### src/rtl/slow_division.sv
// slow_division
//   Sequential restoring unsigned divider: X / Y -> quot, rem.
//   One quotient bit is resolved per clock, MSB first, so a division always
//   takes exactly WIDTH clocks from the accepting start edge to valid.
//
// Parameters
//   WIDTH   operand/result width in bits (>= 2)
//
// Ports
//   clk     rising-edge clock
//   rst     synchronous reset, active-high
//   start   launch request, accepted while idle (including the valid cycle)
//   X       dividend, captured on an accepted start
//   Y       divisor, captured on an accepted start
//   valid   one-cycle pulse, quot/rem were updated this cycle
//   quot    quotient, held until the next completion
//   rem     remainder, held until the next completion
//   div0    (only with SLOWDIV_DIV0_FLAG_EN) set on a valid cycle when the
//           captured divisor was zero, cleared on other completions
//
// Build option
//   SLOWDIV_DIV0_FLAG_EN  adds the div0 output; the datapath is unchanged.
//   Y == 0 always yields quot = all ones, rem = X.

module slow_division #(
  parameter int WIDTH = 4
) (
  input  logic             clk,
  input  logic             rst,
  input  logic             start,
  input  logic [WIDTH-1:0] X,
  input  logic [WIDTH-1:0] Y,
  output logic             valid,
  output logic [WIDTH-1:0] quot,
  output logic [WIDTH-1:0] rem
`ifdef SLOWDIV_DIV0_FLAG_EN
  ,
  output logic             div0
`endif
);

  localparam int CW = (WIDTH > 2) ? $clog2(WIDTH) : 1;
  localparam logic [CW-1:0] LAST = CW'(WIDTH - 1);

  typedef enum logic {
    IDLE,
    RUN
  } state_t;

  state_t state, stateNext;

  // Working registers: the partial remainder carries one guard bit above the
  // divisor width; the dividend register doubles as the quotient collector
  // as its bits are shifted out into the partial remainder.
  logic [WIDTH:0]   prem, premNext;
  logic [WIDTH-1:0] dividend, dividendNext;
  logic [WIDTH-1:0] divisor, divisorNext;
  logic [CW-1:0]    count, countNext;
  logic [WIDTH-1:0] quotNext, remNext;
  logic             validNext;

  // Shift and trial-subtract scratch values. The extra top bit of trial is
  // the borrow: set means the divisor did not fit and the remainder is kept.
  logic [WIDTH+1:0] shifted;
  logic [WIDTH+1:0] trial;

`ifdef SLOWDIV_DIV0_FLAG_EN
  logic div0Next;
`endif

  // Next-state and datapath logic. While idle, a start captures the operands
  // and clears the partial remainder. While running, each cycle shifts
  // {prem, dividend} left, tries to subtract the divisor and records the
  // quotient bit in the vacated dividend LSB. The final iteration publishes
  // the result directly so valid lines up with the Wth clock after start.
  always_comb begin
    stateNext    = state;
    premNext     = prem;
    dividendNext = dividend;
    divisorNext  = divisor;
    countNext    = count;
    quotNext     = quot;
    remNext      = rem;
    validNext    = 1'b0;
    shifted      = '0;
    trial        = '0;
`ifdef SLOWDIV_DIV0_FLAG_EN
    div0Next     = div0;
`endif

    unique case (state)
      IDLE: begin
        if (start) begin
          dividendNext = X;
          divisorNext  = Y;
          premNext     = '0;
          countNext    = '0;
          stateNext    = RUN;
        end
      end

      RUN: begin
        shifted = {prem, dividend[WIDTH-1]};
        trial   = shifted - {2'b00, divisor};
        if (!trial[WIDTH+1]) begin
          premNext     = trial[WIDTH:0];
          dividendNext = {dividend[WIDTH-2:0], 1'b1};
        end else begin
          premNext     = shifted[WIDTH:0];
          dividendNext = {dividend[WIDTH-2:0], 1'b0};
        end

        if (count == LAST) begin
          stateNext = IDLE;
          quotNext  = dividendNext;
          remNext   = premNext[WIDTH-1:0];
          validNext = 1'b1;
`ifdef SLOWDIV_DIV0_FLAG_EN
          div0Next  = (divisor == '0);
`endif
        end else begin
          countNext = count + 1'b1;
        end
      end

      default: stateNext = IDLE;
    endcase
  end

  // State and datapath registers. Reset clears everything, which also
  // abandons any division in flight without producing a valid pulse.
  always_ff @(posedge clk) begin
    if (rst) begin
      state    <= IDLE;
      prem     <= '0;
      dividend <= '0;
      divisor  <= '0;
      count    <= '0;
      quot     <= '0;
      rem      <= '0;
      valid    <= 1'b0;
`ifdef SLOWDIV_DIV0_FLAG_EN
      div0     <= 1'b0;
`endif
    end else begin
      state    <= stateNext;
      prem     <= premNext;
      dividend <= dividendNext;
      divisor  <= divisorNext;
      count    <= countNext;
      quot     <= quotNext;
      rem      <= remNext;
      valid    <= validNext;
`ifdef SLOWDIV_DIV0_FLAG_EN
      div0     <= div0Next;
`endif
    end
  end

endmodule

### config.mk
export PLATFORM = sky130hd
export DESIGN_NAME = slow_division
export DESIGN_NICKNAME = d
export VERILOG_FILES = /design/src/rtl/slow_division.sv
export SDC_FILE = /design/constraint.sdc
export NUM_CORES = 1
export LEC_CHECK = 0
export BUFFER_PORTS_ARGS = -buffer_cell sky130_fd_sc_hd__buf_2
export CAP_MARGIN = 40
export CORE_MARGIN = 2
export CORE_UTILIZATION = 25
export DETAILED_ROUTE_END_ITERATION = 6
export GPL_TIMING_DRIVEN = 1
export PLACE_DENSITY = 0.52
export SLEW_MARGIN = 15
export SYNTH_ARGS = -nofsm -noshare
export SYNTH_HDL_FRONTEND = slang
export SYNTH_SLANG_ARGS = --single-unit
export TNS_END_PERCENT = 10
### constraint.sdc
create_clock -name clk -period 3.4 [get_ports clk]
set_input_delay 0.34 -clock clk [delete_from_list [all_inputs] [get_ports clk]]
set_output_delay 0.34 -clock clk [all_outputs]
set_load 0.005 [all_outputs]
Word-level counts from Yosys, hierarchy flattened
Cells that the tools add are included.
{"block": "word_totals", "ff_bits": 25, "in_bits": 11, "word_cells": 31, "out_inout_bits": 9}
{"block": "op_classes", "bitwise_logic": 1, "mux": 13, "add_sub_neg": 2, "n_eq_ne": 3, "n_reduce_logical": 4}
{"cell": "$mux W5", "count": 2}
{"cell": "$pmux W5 S2", "count": 1}
{"cell": "$pmux W4 S2", "count": 1}
{"cell": "$reduce_and A2 Y1", "count": 3}
{"cell": "$sub A6 B4 Y6", "count": 1}
{"cell": "$mux W1", "count": 4}
{"cell": "$mux W2", "count": 2}
{"cell": "$mux W4", "count": 1}
{"cell": "$ne A2 B2 Y1 const B", "count": 2}
{"cell": "$pmux W2 S2", "count": 1}
{"cell": "$add A2 B1 Y2 const B", "count": 1}
{"cell": "$eq A2 B2 Y1 const B", "count": 1}
{"cell": "$pmux W1 S2", "count": 1}
{"cell": "$reduce_or A2 Y1", "count": 1}
{"cell": "$not A1 Y1", "count": 1}

Longest topological paths before layout
Gate-level depths: netlist (run 1).
{"block": "depth", "depth_word": 3, "ltp_mapped": 9, "depth_no_buf": 9}

Worst setup path after synthesis (run 1)
No wires, ideal clock.
{"block": "synth_path", "path_kind": "flip-flop to flip-flop", "start": "register prem[1]", "end": "register prem[0]", "stages_incl_launch_ff": 7, "required_ps": 3331, "path_buffers": 0, "synth_period_minus_slack_ps": 1837, "slack_ps": 1563, "setup_time_ps": 69, "arrival_time_ps": 1768, "path_cell_list": "dfxtp_1 > ha_1 > or2_1 > o221a_4 > o211ai_4 > mux2_2 > o21ai_1"}
{"block": "synth_between", "elab_chain_cells": 3}
{"element": "start: declaration", "line": "55", "text": "logic [WIDTH:0] prem, premNext;"}
{"element": "start signal: assignment", "line": "147", "text": "prem <= premNext;"}
{"element": "$sub A6 B4 Y6", "line": "104", "text": "trial = shifted - {2'b00, divisor};"}
{"element": "$mux W5", "line": "105", "text": "if (!trial[WIDTH+1]) begin"}
{"element": "$pmux W5 S2", "line": "91", "text": "unique case (state)"}
Every way passes these cells.
A chain may end at the register's enable or synchronous reset.

Worst setup path in the final report (run 1)
Ends and elaborated chain as after synthesis.

==> impl_metrics.json, run 1 <==
{
  "outcome": "finished, final reports clean",
  "drt_iter0_drc": 27,
  "antenna_found_initial": 0,
  "finalWirelength_mm": 2.59,
  "ant_cells": 0,
  "ys_ff_latch": 25,
  "post_synth_instance_area_mm2": 0.00120,
  "grt_setup_unrepaired": "false",
  "start_util_pct": 25.7,
  "crit_type": "reg2reg",
  "timing_worst_slew_pin_value_ns": 0.606,
  "post_synth_edffs": 0,
  "fin_tns_setup_ns": 0,
  "synthesis.nets": 160,
  "first_global_vias": 908,
  "p_per_area_mw_per_mm2": 443,
  "grt.total_usage_pct": 10.7,
  "route.detailed.wl_per_inst_um": 12.1,
  "synth_largest_area_cell": "dfxtp_1",
  "globalRoute.totalOverflow": 0,
  "final_cell_mix": "25 x dfxtp_1, 21 x nor2_1, 19 x buf_2",
  "detailed_place_hpwl_mm": 1.94,
  "leakagePower_nw": 0.561,
  "yosysTopAreaCellShare_pct": 41.6,
  "std_cell_rows": 25,
  "fp.dieArea_mm2": 0.00539,
  "drv.max_cap_violation_count": 0,
  "async_s_r_ff_share_synth_pct": 0,
  "timing.hold.ws_ns": 0.288,
  "arrival_ns": 2.21,
  "cts-resized-gates": 0,
  "grt_pass1_wl_mm": 4.49,
  "finalSetupViolations": 0,
  "max-vdd-ir-drop_uv": 187,
  "cts_max_path_buffers": 2,
  "postCtsSetupRepairBufs": 0,
  "design.final.nets": 178,
  "cts_htree_levels": 1,
  "slowest_delay_ns": 0.38,
  "mapped_cells": 143,
  "die-height_um": 73.4,
  "required_ns": 3.61,
  "synth_area_leaders": "dfxtp_1 42%, nor2_1 6.5%, a21oi_1 5.8%",
  "crit_slowest_cell": "mux2_2",
  "maxSlewViolCount": 0,
  "hold_crit_class": "in2reg",
  "io_pins": 20,
  "max_freq_mhz": 501,
  "max_fanout_on_critical_path": 9,
  "clock_sink_count": 25,
  "route.detailed.vias_per_inst": 4.82,
  "synth_area_per_cell_um2": 8.42,
  "place.gp.congestion": 0.780,
  "die_width_um": 73.4,
  "critPathCaptureType": "register",
  "cell_breakdown_of_the_critical_path": "ha_1, or2_1, o221a_4, o211ai_4, mux2_2, o21ai_1",
  "launching_element_type_of_the_critical_path": "register",
  "insertion_delay_ns": 0.27,
  "tritonroute_pass_1_iters": 4,
  "io_buffer_count": 19,
  "grt_start_max_net_pins": 20,
  "path_clk_slew_ns": 0.09,
  "final_cell_area_mm2": 0.00139,
  "drc_errors": 0,
  "share_of_layout_cells_above_drive_strength_1_pct": 16.9,
  "yosysWarnings": 0,
  "post_cts_hold_buffer_count": 0,
  "yosysSeqAreaShare_pct": 41.6,
  "tritoncts_clock_tree": "yes",
  "hold_violations": 0,
  "mostFrequentLayoutCell": "dfxtp_1",
  "worst_slew_margin_rel_pct": 59.3,
  "finalCriticalPeriod_ns": 2.00,
  "design_power_total_mw": 0.617,
  "num_vias": 1031,
  "clock_skew_ns": 0.00743,
  "cts-root-buf": "clkbuf_8",
  "area_growth_syn_to_layout_pct": 15.7,
  "placed_area_mm2": 0.00134,
  "yosysUniqueCellTypes": 30,
  "drt.antenna.violating_nets": 0,
  "design.core.area_mm2": 0.00469,
  "ys_dominant_reg_cell": "dfxtp_1",
  "cts_buffers": 3,
  "layout_worst_path_cycle_share_pct": 58.7
}
worst max-delay path, delay by kind of cell, from the launching register on:
family / cells / cell delay, ns
AO/OA/AOI/OAI: 3 / 0.68
multiplexers: 1 / 0.38
flip-flops: 1 / 0.36
adder cells (fa/ha/maj): 1 / 0.27
AND/OR/NAND/NOR: 1 / 0.25
logic make-up after synthesis:
logic type      share of synthesized area, %
mux                                     5.93
simple gates                            18.9
fa+ha+maj                               6.86
compound gates                          20.9
xor+xnor                                1.46
flops                                   41.6
buf+inv                                 4.37
path summary, 6_finish.rpt:
| check | from | endpoint | slack [ns] | depth (start not counted) |
|---|---|---|---|---|
| setup / recovery | prem[1] | prem[0] | 1.40 | 6 |
| setup reg to reg | prem[1] | prem[0] | 1.40 | 6 |
| hold / removal | Y[1] | divisor[1] | 0.29 | 3 |
| hold reg to reg | quot[1] | quot[1] | 0.46 | 2 |
Yosys cell counts (2+ instances only):
| cell | count |
|---|---|
| ha_1 | 5 |
| o22ai_1 | 2 |
| dfxtp_1 | 25 |
| nand2_1 | 16 |
| clkbuf_1 | 6 |
| a21oi_1 | 14 |
| nand4_1 | 2 |
| nand3_1 | 4 |
| a211oi_1 | 4 |
| nor3_1 | 2 |
| nor2_1 | 21 |
| xor2_1 | 2 |
| inv_1 | 8 |
| o21a_1 | 2 |
| o21ai_0 | 5 |
| mux2i_1 | 6 |
| nor2b_1 | 3 |
| o21ai_1 | 3 |
| o2111ai_1 | 2 |
state kept, by name, indices dropped and copies added, names as in the netlist:
signal,cells
quot,4
count,2
dividend,4
prem,5
rem,4
divisor,4
valid,1
state,1
per-layer routing:
layer,part of all wire [%],global-route usage [%],up-vias
met5,0,0,-
met4,0.70,1.82,0
met3,7.0,3.84,2
met2,42,15.0,26
met1,50,15.8,470
li1,-,-,533
power by group:
| group | switching (mW) | leakage [nW] | internal [mW] |
|---|---|---|---|
| sequential | 0.0119 | 0.203 | 0.305 |
| clock | 0.0967 | 0.0217 | 0.0831 |
| combinational | 0.0668 | 0.336 | 0.0545 |
| total | 0.175 | 0.561 | 0.442 |
final cells by class:
cell class,count,area (um2)
multi-input combinational,104,651
sequential,25,500
fill,503,3300
inverter,8,30.0
timing repair buffer,19,95.1
clock buffer,3,41.3
tap,54,67.6
clock inverter,1,7.51
through the flow:
stage	cells	util, %	setup slack (ns)
2_1_floorplan	143	-	1.56
3_3_place_gp	210	28.6	1.46
3_5_place_dp	210	28.6	1.41
4_1_cts	214	29.7	1.40
5_1_grt	214	29.7	1.29
6_report	214	29.7	1.40
Power figures use the tool's default switching activity.
==> run 2: changes to the inputs <==
- PLACE_DENSITY: 0.52 -> 0.53
- clock period: 3.4 -> 1.8 ns (I/O delays scaled with it)
==> run 2 against run 1 <==
  * The flow now finishes with violations (setup timing)
  * Clock-buffer cell count unchanged
  * Combinational power increased to 2.8 times the previous value
  * Routed wire length increased by 6.8%
  * Register-to-register slack got worse by 1.4 ns
  * Die area unchanged
  * Critical path depth unchanged
  * Clock skew decreased by 0.0047 ns
  * Critical path type unchanged
  * Critical endpoint unchanged
  * Largest cell class unchanged
==> impl_metrics.json, run 2 (synthesis results as in run 1) <==
{
  "hold_violations": 0,
  "drv.max_cap_violation_count": 0,
  "cell_breakdown_of_the_critical_path": "ha_2, or2_4, o221a_4, o211ai_4, mux2_4, o21ai_2",
  "final_cell_area_mm2": 0.00159,
  "max-vdd-ir-drop_uv": 315,
  "cts-root-buf": "clkbuf_8",
  "whs_path_depth": 3,
  "clock_sink_count": 25,
  "launching_element_type_of_the_critical_path": "register",
  "crit_end": "prem[0]",
  "cts_htree_levels": 1,
  "p_per_area_mw_per_mm2": 812,
  "drt.antenna.violating_nets": 0,
  "timing.hold.ws_ns": 0.130,
  "share_of_layout_cells_above_drive_strength_1_pct": 33.0,
  "critPathCaptureType": "register",
  "worst_setup_path_startpoint": "prem[1]",
  "cts_buffers": 3,
  "rr_endpoint": "prem[0]",
  "cp_top_family": "compound AO/OA/AOI/OAI gates",
  "worst-r2r-cell-count": 6,
  "clock_skew_ns": 0.00276,
  "insertion_delay_ns": 0.27,
  "grt.total_usage_pct": 11.4,
  "mostFrequentLayoutCell": "dfxtp_1",
  "design.core.area_mm2": 0.00469,
  "outcome": "finished, violations left",
  "fin_ws_ns": -0.00605,
  "post_cts_hold_buffer_count": 0,
  "finalWirelength_mm": 2.76,
  "cts_max_path_buffers": 2,
  "drt_iter0_drc": 72,
  "antenna_found_initial": 0,
  "crit_buf_inv": 0,
  "regToRegSetupSlack_ns": -0.006,
  "violations_in_the_final_reports": "setup timing",
  "finalCriticalPeriod_ns": 1.81,
  "die-height_um": 73.4,
  "slowest_delay_ns": 0.34,
  "area_growth_syn_to_layout_pct": 31.8,
  "fp.dieArea_mm2": 0.00539,
  "final_cell_mix": "23 x dfxtp_1, 21 x nor2_1, 19 x buf_2",
  "worst_slew_margin_rel_pct": 63.4,
  "regMostFlops": "prem",
  "instances_no_fill": 233,
  "dp_cells": 228,
  "design.final.nets": 197,
  "finalSetupViolations": 2,
  "timing_worst_slew_pin_value_ns": 0.546,
  "io_buffer_count": 19,
  "die_width_um": 73.4,
  "worst_r2r_startpoint": "prem[1]",
  "grt_setup_unrepaired": "true",
  "tritonroute_pass_1_iters": 4,
  "layout_worst_path_cycle_share_pct": 100,
  "crit_type": "reg2reg",
  "placed_area_mm2": 0.00149,
  "leakagePower_nw": 0.671,
  "route.detailed.wl_per_inst_um": 11.9,
  "arrival_ns": 2.01,
  "route.detailed.vias_per_inst": 4.57,
  "max_freq_mhz": 554,
  "start_util_pct": 25.7,
  "max_fanout_on_critical_path": 6,
  "grt_start_max_net_pins": 20,
  "hold_crit_class": "in2reg",
  "largest_register_ffs": 5,
  "num_vias": 1064,
  "detailed_place_hpwl_mm": 2.02,
  "tritoncts_clock_tree": "yes",
  "std_cell_rows": 25,
  "path_clk_slew_ns": 0.09,
  "place.gp.congestion": 0.812,
  "first_global_vias": 1024,
  "globalRoute.totalOverflow": 0,
  "grt_pass1_wl_mm": 4.78,
  "maxSlewViolCount": 0,
  "drc_errors": 0,
  "fin_tns_setup_ns": -0.0114,
  "holdCritStartpoint": "Y[1]",
  "fin_util_pct": 33.8,
  "required_ns": 2.00,
  "crit_slowest_cell": "dfxtp_1",
  "worstSetupPathDepth": 6,
  "ant_cells": 0,
  "io_pins": 20
}
run 2: cell count changes in the layout (fill, tap and decap cells not counted), sizes merged:
cell	before	now
buf	19	38
clkinvlp	1	0
clkinv	0	1
run 2: final cells by class:
type,count,area (um2)
clock buffer,3,41.3
clock inverter,1,5.00
fill,498,3110
inverter,8,30.0
multi-input combinational,104,698
sequential,25,503
tap,54,67.6
timing repair buffer,38,241
run 2: stage by stage:
stage	worst slack (ns)	power, mW
floorplan	0.0185	0.794
global placement	-0.103	0.920
detailed placement	-0.0855	0.918
CTS	-0.0548	1.30
global route	-0.0906	1.37
finish	-0.00605	1.29
run 2: power breakdown:
| part | total, mW | switching (mW) | internal (mW) | leakage [nW] |
|---|---|---|---|---|
| combinational | 0.344 | 0.155 | 0.190 | 0.441 |
| clock | 0.346 | 0.191 | 0.155 | 0.0255 |
| sequential | 0.597 | 0.0214 | 0.576 | 0.204 |
run 2: how the worst min path moves through the flow:
| stage | to | slack, ns |
|---|---|---|
| after global routing | divisor[3] | 0.14 |
| after floorplan | divisor[2] | 0.32 |
| final | divisor[1] | 0.13 |
| after global placement | divisor[2] | 0.41 |
| after CTS | divisor[3] | 0.13 |
| after detailed placement | divisor[3] | 0.42 |
run 2: per-layer routing:
metal / GRT usage [%] / up-vias / routed length [um]
li1: - / 568 / -
met1: 15.4 / 482 / 1320
met2: 18.7 / 12 / 1360
met3: 1.92 / 2 / 74
met4: 3.03 / 0 / 15
met5: 0 / - / 0
run 2: worst min-delay path, delay by kind of cell:
| family | cells | cell delay [ns] |
|---|---|---|
| and+or+nand+nor | 1 | 0.07 |
| buffers and inverters | 1 | 0.08 |
| AOI/OAI and AO/OA | 1 | 0.05 |
run 2: repair_timing:
| item | in CTS | in global routing |
|---|---|---|
| resized for setup | 10 | 5 |
| gates cloned | 0 | 0 |
| buffers inserted | 1 | 0 |
| pin swaps | 4 | 1 |
| endpoints found under the setup margin | 8 | 9 |
